**src/rtl/keypad_scan_pkg.sv**
```systemverilog
// Shared constants, state encodings and the key-code mapping for the 3x4 keypad scanner.
package keypad_scan_pkg;

  localparam int NUM_ROWS  = 4;
  localparam int NUM_COLS  = 3;
  localparam int SNAP_BITS = NUM_ROWS * NUM_COLS;

  localparam logic [3:0] KEY_STAR = 4'd10;
  localparam logic [3:0] KEY_ZERO = 4'd0;
  localparam logic [3:0] KEY_HASH = 4'd11;

  typedef enum logic [1:0] {
    ST_IDLE,
    ST_CAND,
    ST_PRESSED,
    ST_REL
  } scan_state_e;

  typedef enum logic [1:0] {
    CLS_NONE,
    CLS_SINGLE,
    CLS_MULTI
  } sweep_cls_e;

  // Digits 1..9 occupy the top three rows; the bottom row carries *, 0, #.
  function automatic logic [3:0] key_code(input int unsigned row, input int unsigned col);
    if (row < NUM_ROWS - 1) begin
      return 4'(row * NUM_COLS + col + 1);
    end
    case (col)
      0:       return KEY_STAR;
      1:       return KEY_ZERO;
      default: return KEY_HASH;
    endcase
  endfunction

endpackage

```
**src/rtl/keypad_scan_if.sv**
```systemverilog
// Pin-side and consumer-side signals of the keypad scanner.
interface keypad_scan_if;
  import keypad_scan_pkg::*;

  logic [NUM_ROWS-1:0] key_row;
  logic [NUM_COLS-1:0] key_col;
  logic [3:0]          key_data;
  logic                key_valid;
  logic                key_held;

  modport master (
    input  key_row,
    output key_col,
    output key_data,
    output key_valid,
    output key_held
  );

  modport slave (
    output key_row,
    input  key_col,
    input  key_data,
    input  key_valid,
    input  key_held
  );
endinterface

```
**src/rtl/keypad_scan_tick_gen.sv**
```systemverilog
// Column dwell timer and column rotator; tick marks the last cycle of each dwell.
module scan_tick_gen
  import keypad_scan_pkg::*;
#(
  parameter int CLK_DIV = 25000
) (
  input  logic       clk,
  input  logic       rst_n,
  output logic       tick,
  output logic [1:0] col_idx
);

  localparam int              CNT_W    = (CLK_DIV > 1) ? $clog2(CLK_DIV) : 1;
  localparam logic [CNT_W-1:0] CNT_LAST = CNT_W'(CLK_DIV - 1);
  localparam logic [1:0]      COL_LAST = 2'(NUM_COLS - 1);

  logic [CNT_W-1:0] cnt_reg;
  logic [1:0]       col_reg;

  assign tick    = (cnt_reg == CNT_LAST);
  assign col_idx = col_reg;

  always_ff @(posedge clk) begin
    if (!rst_n) begin
      cnt_reg <= '0;
      col_reg <= '0;
    end else begin
      cnt_reg <= tick ? '0 : cnt_reg + 1'b1;
      if (tick) begin
        col_reg <= (col_reg == COL_LAST) ? 2'd0 : col_reg + 2'd1;
      end
    end
  end

endmodule

```
**src/rtl/keypad_scan.sv**
```systemverilog
// Keypad matrix scanner: synchronizes rows, builds a 12-bit sweep snapshot and
// debounces single-key presses and releases at sweep granularity.
module keypad_scan
  import keypad_scan_pkg::*;
#(
  parameter int CLK_DIV        = 25000,
  parameter int DEBOUNCE_SCANS = 20
) (
  input  logic          clk,
  input  logic          rst_n,
  keypad_scan_if.master kp
);

  localparam int               DB_W    = $clog2(DEBOUNCE_SCANS + 1);
  localparam logic [DB_W-1:0]  DB_DONE = DB_W'(DEBOUNCE_SCANS);
  localparam logic [DB_W-1:0]  DB_ONE  = DB_W'(1);

  logic                  tick;
  logic [1:0]            col_idx;
  logic [NUM_COLS-1:0]   key_col_w;
  logic [NUM_ROWS-1:0]   row_meta_reg, row_sync_reg;
  logic [SNAP_BITS-1:0]  snap_reg, snap_next;
  logic                  sweep_end;
  logic [1:0]            hits;
  logic [3:0]            hit_code;
  sweep_cls_e            cls;

  scan_state_e           state_reg, state_next;
  logic [DB_W-1:0]       cnt_reg, cnt_next, cnt_inc;
  logic [3:0]            cand_reg, cand_next;
  logic [3:0]            data_reg, data_next;
  logic                  valid_reg, valid_next;
  logic                  held_reg, held_next;

  scan_tick_gen #(
    .CLK_DIV (CLK_DIV)
  ) u_tick_gen (
    .clk     (clk),
    .rst_n   (rst_n),
    .tick    (tick),
    .col_idx (col_idx)
  );

  genvar gi;
  generate
    for (gi = 0; gi < NUM_COLS; gi++) begin : g_col_drive
      assign key_col_w[gi] = (col_idx != 2'(gi));
    end
  endgenerate

  assign kp.key_col   = key_col_w;
  assign kp.key_data  = data_reg;
  assign kp.key_valid = valid_reg;
  assign kp.key_held  = held_reg;

  always_ff @(posedge clk) begin
    if (!rst_n) begin
      row_meta_reg <= '1;
      row_sync_reg <= '1;
      snap_reg     <= '0;
    end else begin
      row_meta_reg <= kp.key_row;
      row_sync_reg <= row_meta_reg;
      snap_reg     <= snap_next;
    end
  end

  // Classification looks at snap_next so the column stored on the closing tick is included.
  always_comb begin
    snap_next = snap_reg;
    if (tick) begin
      snap_next[col_idx*NUM_ROWS +: NUM_ROWS] = ~row_sync_reg;
    end
  end

  assign sweep_end = tick && (col_idx == 2'(NUM_COLS - 1));

  always_comb begin
    hits     = 2'd0;
    hit_code = 4'd0;
    for (int i = 0; i < SNAP_BITS; i++) begin
      if (snap_next[i]) begin
        if (hits != 2'd2) hits = hits + 2'd1;
        hit_code = key_code(i % NUM_ROWS, i / NUM_ROWS);
      end
    end
    cls = (hits == 2'd0) ? CLS_NONE : ((hits == 2'd1) ? CLS_SINGLE : CLS_MULTI);
  end

  assign cnt_inc = (cnt_reg == DB_DONE) ? cnt_reg : cnt_reg + DB_ONE;

  always_ff @(posedge clk) begin
    if (!rst_n) begin
      state_reg <= ST_IDLE;
      cnt_reg   <= '0;
      cand_reg  <= '0;
      data_reg  <= '0;
      valid_reg <= 1'b0;
      held_reg  <= 1'b0;
    end else begin
      state_reg <= state_next;
      cnt_reg   <= cnt_next;
      cand_reg  <= cand_next;
      data_reg  <= data_next;
      valid_reg <= valid_next;
      held_reg  <= held_next;
    end
  end

  always_comb begin
    state_next = state_reg;
    cnt_next   = cnt_reg;
    cand_next  = cand_reg;
    data_next  = data_reg;
    valid_next = 1'b0;
    held_next  = held_reg;
    if (sweep_end) begin
      case (state_reg)
        ST_IDLE: begin
          if (cls == CLS_SINGLE) begin
            cand_next  = hit_code;
            cnt_next   = DB_ONE;
            state_next = ST_CAND;
          end
        end
        ST_CAND: begin
          if (cls == CLS_SINGLE && hit_code == cand_reg) begin
            cnt_next = cnt_inc;
            if (cnt_inc == DB_DONE) begin
              data_next  = cand_reg;
              valid_next = 1'b1;
              held_next  = 1'b1;
              state_next = ST_PRESSED;
            end
          end else if (cls == CLS_SINGLE) begin
            cand_next = hit_code;
            cnt_next  = DB_ONE;
          end else begin
            cnt_next   = '0;
            state_next = ST_IDLE;
          end
        end
        ST_PRESSED: begin
          if (!(cls == CLS_SINGLE && hit_code == data_reg)) begin
            cnt_next   = '0;
            state_next = ST_REL;
          end
        end
        ST_REL: begin
          // Any activity during release restarts the empty-sweep count; no rollover.
          if (cls == CLS_NONE) begin
            cnt_next = cnt_inc;
            if (cnt_inc == DB_DONE) begin
              cnt_next   = '0;
              held_next  = 1'b0;
              state_next = ST_IDLE;
            end
          end else begin
            cnt_next = '0;
          end
        end
        default: state_next = ST_IDLE;
      endcase
    end
  end

endmodule

```
**src/flat_wrapper.sv**
```systemverilog
// flat-port wrapper written by rule: the top's interface ports become plain ports
module keypad_scan_flat import keypad_scan_pkg::*;
#(
  parameter int CLK_DIV        = 25000,
  parameter int DEBOUNCE_SCANS = 20
)
  (clk, rst_n, kp_key_row, kp_key_col, kp_key_data, kp_key_valid, kp_key_held);
  keypad_scan_if kp_i ();
  input  logic clk;
  input  logic rst_n;
  input wire logic [$bits(kp_i.key_row)-1:0] kp_key_row;
  output wire logic [$bits(kp_i.key_col)-1:0] kp_key_col;
  output wire logic [$bits(kp_i.key_data)-1:0] kp_key_data;
  output wire logic [$bits(kp_i.key_valid)-1:0] kp_key_valid;
  output wire logic [$bits(kp_i.key_held)-1:0] kp_key_held;
  assign kp_i.key_row = kp_key_row;
  assign kp_key_col = kp_i.key_col;
  assign kp_key_data = kp_i.key_data;
  assign kp_key_valid = kp_i.key_valid;
  assign kp_key_held = kp_i.key_held;
  keypad_scan #(.CLK_DIV(CLK_DIV), .DEBOUNCE_SCANS(DEBOUNCE_SCANS)) u_core (.clk(clk), .rst_n(rst_n), .kp(kp_i));
endmodule
```
**config.mk**
```make
export PLATFORM = sky130hd
export DESIGN_NAME = keypad_scan_flat
export DESIGN_NICKNAME = d
export VERILOG_FILES = /design/src/rtl/keypad_scan_pkg.sv /design/src/rtl/keypad_scan_if.sv /design/src/rtl/keypad_scan_tick_gen.sv /design/src/rtl/keypad_scan.sv /design/src/flat_wrapper.sv
export SDC_FILE = /design/constraint.sdc
export NUM_CORES = 1
export LEC_CHECK = 0
export CAP_MARGIN = 10
export CORE_ASPECT_RATIO = 0.75
export CORE_MARGIN = 2
export CORE_UTILIZATION = 36
export CTS_BUF_LIST = sky130_fd_sc_hd__clkbuf_16
export DETAILED_ROUTE_END_ITERATION = 10
export PLACE_DENSITY = 0.55
export SYNTH_ARGS = -nofsm -noshare
export SYNTH_HDL_FRONTEND = slang
export SYNTH_SLANG_ARGS = --single-unit
```
**constraint.sdc**
```tcl
create_clock -name clk -period 12.8 [get_ports clk]
set_input_delay 1.92 -clock clk [delete_from_list [all_inputs] [get_ports clk]]
set_output_delay 1.92 -clock clk [all_outputs]
set_load 0.05 [all_outputs]
```
Yosys cells after proc, flatten, opt, wreduce, memory -nomap -nowiden
Cells that the tools add are included.
W data, S select, Z words.

storage, ports and cells
  output and inout bits = 9
  flip-flop bits (word level) = 54
  word-level logic and storage cells = 162
  bits of input ports = 6

cells by class
  reduce and logical (&&, ||, !) cells = 16
  add/sub/neg operators = 15
  bitwise logic cells = 2
  shift-type cells = 2
  multiplexer cells = 83
  eq/ne operators = 33

operator list
  kind                       number
  $mux W4                    20
  $mux W2                    34
  $neg A4 Y34                1
  $shift A4 B34 Y12 const A  1
  $shiftx A4 B34 Y12         1
  $mux W5                    6
  $ne A2 B2 Y1 const B       13
  $add A2 B1 Y2 const B      11
  $pmux W5 S4                1
  $mux W1                    16
  $add A15 B1 Y15 const B    1
  $eq A15 B15 Y1 const B     1
  $bwmux W12                 1
  $mux W12                   1
  $ne A2 B1 Y1 const B       6
  $eq A5 B5 Y1 const B       2
  $eq A4 B4 Y1               2
  $pmux W2 S4                1
  $pmux W4 S2                1
  $reduce_and A4 Y1          2
  $reduce_and A7 Y1          1
  $eq A2 B1 Y1 const B       3
  $eq A2 B2 Y1 const B       3
  $logic_not A2 Y1           3
  13 further kinds           19

Logic depth before layout (Yosys ltp)
Gate-level depths: netlist of run 1.

  word-level depth = 45
  mapped depth = 35
  depth with buffers taken out = 32

By module
A second synthesis of run 1 with hierarchy kept.

unflattened totals
  cell total of the unflattened synthesis = 499
  area, all modules = 4071.4 sq um

by module, submodules not included
  module         area an instance (sq um)  sequential area each (sq um)  instances  cells each
  keypad_scan    3315.7                    740.7                         1          417
  scan_tick_gen  755.7                     340.3                         1          82

Least setup slack after synthesis of run 1
No wires, ideal clock.

  kind = register to register
  start = reg u_core.u_tick_gen.cnt_reg[4]
  end = reg with a tool-made name
  required time = 12.740 ns
  data arrival time = 7.052 ns
  path buffers = 0
  setup slack = 5.688 ns
  library setup time = 0.060 ns
  stages on the path, launching flop included = 27
  period minus slack after synthesis = 7.112 ns
  cells stage by stage = dfxtp_1 > or4b_4 > nor4_2 > nand2_1 > a21oi_1 > ha_1 > or4b_2 > mux2_4 > a211o_1 > a32o_1 > and3_1 > a221o_1 > or2_4 > a22o_1 > a21oi_1 > o21ai_0 > o31a_1 > o21ai_0 > ha_1 > a21oi_1 > ha_1 > o21ai_0 > o31ai_1 > nor2_1 > or3_4 > and4b_1 > o221a_1

RTL lines
  element                 RTL line                    source
  start, declared         keypad_scan_tick_gen.sv:17  logic [CNT_W-1:0] cnt_reg;
  start signal, assigned  keypad_scan_tick_gen.sv:28  cnt_reg <= tick ? '0 : cnt_reg + 1'b1;

Worst setup path in the final report of run 1
  start = reg u_core.u_tick_gen.cnt_reg[11]
  end = reg u_core.cand_reg[3]

between the ends
  word-level cells in the longest chain between the ends = 43
  elaborated cells between the ends (all ways) = 72
  those cells by class = 11 x add/sub; 16 x eq/ne; 41 x mux; 4 x reduce/logical

ends and longest elaborated chain
  element                                                  RTL line                                                    source
  $eq A15 B15 Y1 *                                         keypad_scan_tick_gen.sv:20                                  assign tick = (cnt_reg == CNT_LAST);
  $mux W12                                                 keypad_scan.sv:71                                           if (tick) begin
  $mux W1                                                  keypad_scan.sv:82                                           if (snap_next[i]) begin
  $add A1 B1 Y2 / $ne A1 B2 Y1 (equally long branches)     keypad_scan.sv:83                                           if (hits != 2'd2) hits = hits + 2'd1;
  $mux W2                                                  keypad_scan.sv:83
  $mux W2                                                  keypad_scan.sv:82
  $add A2 B1 Y2 / $ne A2 B2 Y1 (equally long branches)     keypad_scan.sv:83
  $mux W2                                                  keypad_scan.sv:83
  [... 26 more ...]                                        -
  $mux W2                                                  keypad_scan.sv:83
  $mux W2                                                  keypad_scan.sv:82
  $eq A2 B1 Y1                                             keypad_scan.sv:87                                           cls = (hits == 2'd0) ? CLS_NONE : ((hits == 2'd1) ? CLS_SINGLE : CLS_MULTI);
  $mux W2 (2 in a row)                                     keypad_scan.sv:87
  $eq A2 B1 Y1                                             keypad_scan.sv:120, keypad_scan.sv:127, keypad_scan.sv:135
  $mux W4 / $logic_and A1 B1 Y1 (equally long branches)    keypad_scan.sv:120, keypad_scan.sv:135, keypad_scan.sv:127
  $mux W4 / $ne A2 B2 Y1 (equally long branches)           -
  $pmux W4 S2 / $reduce_and A3 Y1 (equally long branches)  -
  end signal, assigned                                     keypad_scan.sv:103                                          cand_reg <= cand_next;
  end, declared                                            keypad_scan.sv:30                                           logic [3:0] cand_reg, cand_next;

Mark *: on every way between the ends. The rest lies on a longest branch, timed or not. The select of a mux whose other input is x is not followed.
A chain may end at the register's enable or synchronous reset.

==> flow_metrics.py, run 1 <==
metrics = {
    "clock_tree": {
        "insertion_delay_ps": 300,
        "post_cts_buffers": 0,
        "cts_resized": 0,
        "cts.reportedPaths.clkPinSlew_ps": 80,
        "cts_tree": "done",
        "cts_buffer_depth": 2,
        "cts_buffers": 5,
        "hold_buffers": 0,
        "cts-root-buf": "clkbuf_16",
        "htreeDepth": 2,
        "clkSinkCount": 54,
    },
    "global_route": {
        "grt.met3_usage_pct": 2.24,
        "grt_overflow": 0,
        "grt_max_degree": 28,
        "grt_pass1_wl_mm": 17.0,
        "gr-usage-met1_pct": 25.3,
        "grt_use_total_pct": 16.9,
        "antenna_found_initial": 0,
        "top_usage_layer": "met2",
        "grt_use_met2_pct": 25.6,
        "grt_pass1_vias": 3488,
    },
    "worst_setup_path": {
        "endpoint_kind": "register",
        "ff2ff_setup_slack_ps": 3990,
        "critical_path.top_delay_family": "simple AND/OR/NAND/NOR gates",
        "rr_startpoint": "u_core.u_tick_gen.cnt_reg[11]",
        "rr_worst_depth": 23,
        "cp.required_ps": 13000,
        "path_depth": 23,
        "worst_ep_arrival_time_ps": 9020,
        "timing.rr.end": "u_core.cand_reg[3]",
        "worstSetupStartpointType": "register",
        "cp_cell_sequence": "or4b_1 > nor4_2 > nand2_1 > a21oi_1 > ha_1 > or4b_2 > mux2_4 > a211o_1 > a32o_1 > and3_1 > a221o_1 > or2_4 > o311ai_2 > o22ai_2 > o21ai_0 > ha_1 > a21oi_1 > ha_1 > a22o_1 > a21oi_1 > nand4_1 > or2_0 > a21oi_1",
        "critPathMostFrequentCell": "a21oi_1",
        "cp_slowest_cell": "nor4_2",
        "slowest_delay_ps": 820,
        "worstSetupPathType": "reg -> reg",
        "crit_fanout": 11,
        "crit_buf_inv": 0,
    },
    "timing": {
        "setup_viol": 0,
        "rsz0062_at_grt": "no",
        "period_minus_slack_ps": 8810,
        "skew_ps": 6.26,
        "finalHoldViolations": 0,
        "worstMarginPinSlew_ps": 1040,
        "relSlewSlack_pct": 30.0,
        "slew_violations": 0,
        "tns_ps": 0,
        "timing.final.crit_share_pct": 68.9,
        "clock.fmax_mhz": 113,
    },
    "power_and_ir_drop": {
        "power.density_nw_per_um2": 72.6,
        "ir_drop_v": 0.0000517,
        "p_leak_uw": 0.00160,
        "finalPower_uw": 323,
    },
    "logic_synthesis": {
        "syn_inst": 507,
        "syn_nets": 528,
        "synth_top_area_share_pct": 26.8,
        "synth_edf_count": 0,
        "netlist_top_cells_area": "dfxtp_1, nor2_1, mux2i_1, ha_1, nand2_1",
        "synth_area_um2": 4030,
        "ys_seq_area_share_pct": 26.8,
        "ys_warn_count": 0,
        "ys_seq_elements": 54,
        "ys.flop_type": "dfxtp_1",
        "synth.largest_area_cell": "dfxtp_1",
        "ys_types": 73,
        "synth.avg_cell_area_um2": 7.94,
        "async_flop_share_pct": 0,
    },
    "job": {
        "maxCapViolations": 0,
    },
    "route": {
        "drtIter0Drc": 352,
        "routedWlPerCell_um": 15.3,
        "post-route-drc-count": 0,
        "drt-total-wl_mm": 9.96,
        "drt_pass1_iterations": 5,
        "drt-vias-per-instance": 5.77,
        "ant_nets": 0,
        "via_count": 3763,
    },
    "finish": {
        "multi_input_area_um2": 2820,
        "n_antenna_cell": 0,
        "register_area_um2": 1080,
        "largest_reg_flops": 15,
        "fillerInstances": 1141,
        "layout.nets": 532,
        "drive_above_1_share_pct": 8.01,
        "area_growth_pct": 10.3,
    },
    "place": {
        "port_buffers": 14,
        "gp_congestion": 0.889,
        "dp_hpwl_mm": 7.51,
    },
    "worst_hold_path": {
        "min_path_type": "reg -> reg",
        "hold_end": "u_core.row_sync_reg[0]",
        "hold_path_startpoint": "u_core.row_meta_reg[0]",
        "hold_path_depth": 1,
    },
    "outcome": {
        "outcome": "completed",
    },
    "floorplanning": {
        "die_area_um2": 12100,
        "chipHeight_um": 95.6,
        "fp.dieW_um": 126,
        "fp-row-count": 33,
        "initial_core_util_pct": 36.9,
        "coreArea_um2": 10900,
        "num_io_pins": 15,
    },
}
## routing by layer
layer	vias to the layer above	wire length, um
met4	0	61
met5	-	0
li1	1880	-
met3	7	494
met1	1755	5320
met2	121	4090
## worst reg2reg max path: stages (launching register included)
cell and delay, ps:
dfxtp_1 350, or4b_1 640, nor4_2 820, nand2_1 200, a21oi_1 520, ha_1 390
or4b_2 660, mux2_4 290, a211o_1 340, a32o_1 280, and3_1 190, a221o_1 370
or2_4 270, o311ai_2 320, o22ai_2 160, o21ai_0 390, ha_1 330, a21oi_1 140
ha_1 240, a22o_1 220, a21oi_1 660, nand4_1 450, or2_0 330, a21oi_1 130
## cells by family (layout without fill, tap and decap cells)
family,after synthesis,in the layout,synth area share [%]
compound gates,120,120,21.8
flops,54,54,26.8
fa+ha+maj,15,15,4.66
simple gates,223,223,29.0
xor+xnor,31,31,6.74
buf+inv,35,40,3.39
mux,29,29,7.55
## worst max-delay path by stage
stage / end / start / slack [ps]
2_1_floorplan: register / u_core.u_tick_gen.cnt_reg[4] / 5690
3_3_place_gp: u_core.cand_reg[0] / u_core.u_tick_gen.cnt_reg[8] / 4260
3_5_place_dp: u_core.cand_reg[3] / u_core.u_tick_gen.cnt_reg[11] / 4140
4_1_cts: u_core.cand_reg[3] / u_core.u_tick_gen.cnt_reg[11] / 4070
5_1_grt: u_core.cand_reg[3] / u_core.u_tick_gen.cnt_reg[11] / 3270
6_report: u_core.cand_reg[3] / u_core.u_tick_gen.cnt_reg[11] / 3990
## cell type report
cell class / count / area share, %
Multi-Input combinational cell: 418 / 63.4
Sequential cell: 54 / 24.3
Tap cell: 140 / 3.94
Timing Repair Buffer: 17 / 3.61
Clock buffer: 5 / 2.82
Inverter: 15 / 1.27
Clock inverter: 3 / 0.592
## where the power goes
| part | leakage (uW) | internal (uW) | switching, uW |
|---|---|---|---|
| Clock | 0.0000752 | 74.9 | 67.4 |
| Sequential | 0.000437 | 170 | 2.09 |
| Combinational | 0.00109 | 3.48 | 4.91 |
## cells in the final DEF, fill, tap and decap left out, drive strengths merged, types with 14 or more instances in the layout
cell type      count
xor2              15
clkdlybuf4s50     14
nand3             22
ha                15
nor2              61
dfxtp             54
xnor2             16
a21oi             30
inv               17
mux2i             21
o21ai             17
nand2             50
## per-stage QoR
step	hold WS [ps]	instance area [um2]	setup slack, ps	util (%)	cells
2_1_floorplan	386	4030	5690	-	507
3_3_place_gp	393	4280	4260	39.3	643
3_5_place_dp	402	4280	4140	39.3	643
4_1_cts	421	4440	4070	40.7	651
5_1_grt	433	4440	3270	40.7	652
6_report	416	4440	3990	40.7	652
## cells in the mapped netlist, types with 10 or more instances
| master | number |
|---|---|
| mux2i_1 | 21 |
| o21ai_0 | 13 |
| nand3_1 | 22 |
| nor3_1 | 10 |
| xor2_1 | 15 |
| ha_1 | 15 |
| a21oi_1 | 30 |
| dfxtp_1 | 54 |
| inv_1 | 14 |
| xnor2_1 | 16 |
| clkbuf_1 | 15 |
| nand2_1 | 50 |
| nor2_1 | 61 |
Power figures use the tool's default switching activity.
==> run 2, diff against run 1 <==
==> constraint.sdc (replaced) <==
create_clock -name clk -period 8.4 [get_ports clk]
set_input_delay 1.26 -clock clk [delete_from_list [all_inputs] [get_ports clk]]
set_output_delay 1.26 -clock clk [all_outputs]
set_load 0.05 [all_outputs]
==> run 2 against run 1 <==
  * Largest power group unchanged
  * Clock-buffer cell count unchanged
  * Utilization is 0.71 points higher
  * Clock power increased by 51%
  * Wire length grew 0.62%
  * Critical path depth rose by 3
  * Total power grew 51%
==> flow_metrics.py, run 2 (synthesized netlist as in run 1, its figures left out) <==
metrics = {
    "floorplanning": {
        "coreArea_um2": 10900,
        "initial_core_util_pct": 36.9,
        "chipHeight_um": 95.6,
        "num_io_pins": 15,
        "fp.dieW_um": 126,
        "die_area_um2": 12100,
        "fp-row-count": 33,
    },
    "worst_setup_path": {
        "rr_startpoint": "u_core.u_tick_gen.cnt_reg[11]",
        "cp.required_ps": 8590,
        "critPathMostFrequentCell": "ha_1",
        "endpoint_kind": "register",
        "worstSetupStartpointType": "register",
        "ff2ff_setup_slack_ps": 640,
        "cp_slowest_cell": "or4_1",
        "crit_fanout": 8,
        "worst_ep_arrival_time_ps": 7950,
        "worstSetupPathType": "reg -> reg",
        "slowest_delay_ps": 690,
        "rr_worst_depth": 26,
        "timing.rr.end": "u_core.cnt_reg[4]",
    },
    "finish": {
        "register_area_um2": 1080,
        "layout.nets": 535,
        "final_common_cell": "nor2_1",
        "drive_above_1_share_pct": 10.3,
        "largest_reg_flops": 15,
        "n_antenna_cell": 0,
        "multi_input_area_um2": 2870,
        "area_growth_pct": 12.2,
        "fillerInstances": 1103,
        "layout_common_cells": "nor2_1, dfxtp_1, nand2_1",
        "post-route-util_pct": 41.4,
        "final-instance-count-excl-fill": 655,
    },
    "route": {
        "drtIter0Drc": 286,
        "post-route-drc-count": 0,
        "drt-vias-per-instance": 5.67,
        "drt_pass1_iterations": 5,
        "drt-total-wl_mm": 10.0,
        "via_count": 3714,
        "ant_nets": 0,
        "routedWlPerCell_um": 15.3,
    },
    "timing": {
        "skew_ps": 3.11,
        "setup_viol": 0,
        "finalHoldViolations": 0,
        "worstMarginPinSlew_ps": 849,
        "clock.fmax_mhz": 129,
        "timing.final.crit_share_pct": 92.4,
        "relSlewSlack_pct": 41.8,
        "slew_violations": 0,
        "period_minus_slack_ps": 7760,
    },
    "outcome": {
        "outcome": "completed",
    },
    "power_and_ir_drop": {
        "ir_drop_v": 0.0000913,
        "p_leak_uw": 0.00162,
        "finalPower_uw": 489,
        "power.density_nw_per_um2": 108,
    },
    "place": {
        "dp_hpwl_mm": 7.76,
        "port_buffers": 14,
        "gp_congestion": 0.857,
        "dp.cells": 646,
    },
    "clock_tree": {
        "cts_buffer_depth": 2,
        "clkSinkCount": 54,
        "cts-root-buf": "clkbuf_16",
        "insertion_delay_ps": 290,
        "htreeDepth": 2,
        "cts_buffers": 5,
        "cts_tree": "done",
        "cts.reportedPaths.clkPinSlew_ps": 70,
        "hold_buffers": 0,
    },
    "global_route": {
        "grt_use_total_pct": 17.3,
        "grt_pass1_wl_mm": 17.2,
        "grt_overflow": 0,
        "grt_max_degree": 28,
        "grt_pass1_vias": 3439,
        "antenna_found_initial": 0,
    },
    "worst_hold_path": {
        "hold_path_depth": 1,
        "hold_end": "u_core.row_sync_reg[3]",
        "hold_path_startpoint": "u_core.row_meta_reg[3]",
        "min_path_type": "reg -> reg",
    },
    "job": {
        "maxCapViolations": 0,
    },
}
## run 2: cell count changes in the layout (fill, tap and decap cells not counted), sizes merged
cell,change
inv,-2
clkinv,+1
clkinvlp,+1
buf,+3
## run 2: repair_timing
action | CTS | global route
gates resized for setup | 0 | 11
endpoints found under the setup margin | 0 | 17
buffers inserted | 0 | 0
hold endpoints to repair | 0 | 0
## run 2: stage by stage
stage	hold WS [ps]	setup TNS [ps]	area [um2]	setup WS, ps
after floorplan	386	0	4030	1290
after global placement	397	0	4310	606
after detailed placement	400	0	4310	465
after CTS	419	0	4460	420
after global routing	443	-13.6	4520	-13.6
final	417	0	4520	641
## run 2: area by class of cell
cell class | instances | share of cell area, %
Inverter | 15 | 1.25
Sequential cell | 54 | 23.9
Multi-Input combinational cell | 418 | 63.6
Clock inverter | 3 | 0.554
Clock buffer | 5 | 2.77
Tap cell | 140 | 3.88
Timing Repair Buffer | 20 | 4.04
## run 2: worst max path at each step
stage,depth (start not counted),end,startpoint,slack (ps)
4_1_cts,29,u_core.cnt_reg[2],u_core.u_tick_gen.cnt_reg[11],420
3_3_place_gp,29,u_core.cnt_reg[2],u_core.u_tick_gen.cnt_reg[11],610
3_5_place_dp,29,u_core.cnt_reg[2],u_core.u_tick_gen.cnt_reg[11],470
2_1_floorplan,26,register,u_core.u_tick_gen.cnt_reg[4],1290
5_1_grt,28,u_core.cnt_reg[4],u_core.u_tick_gen.col_idx[0],-10
6_report,26,u_core.cnt_reg[4],u_core.u_tick_gen.cnt_reg[11],640
## run 2: power breakdown
part | leakage, uW | internal [uW] | total, uW | switching (uW)
combinational | 0.00112 | 5.52 | 13.1 | 7.55
clock | 0.0000704 | 112 | 214 | 101
sequential | 0.000437 | 259 | 262 | 3.24
total | 0.00162 | 377 | 489 | 112
## run 2: worst max-delay path, delay by kind of cell (launching register included)
kind,cells,cell delay [ps]
AOI/OAI and AO/OA,11,2680
and+or+nand+nor,7,2550
adders and majority gates,3,910
muxes,3,750
xor gates and xnor gates,2,400
DFF,1,350
## run 2: layer usage
layer  wire, um  part of all wire [%]  vias to the layer above  track usage (%)
li1           -                     -                     1889                -
met1       5480                    55                     1720             26.5
met2       4050                    40                       98             25.4
met3        431                   4.3                        7             2.75
met4         69                  0.69                        0             3.39
met5          0                     0                        -                0
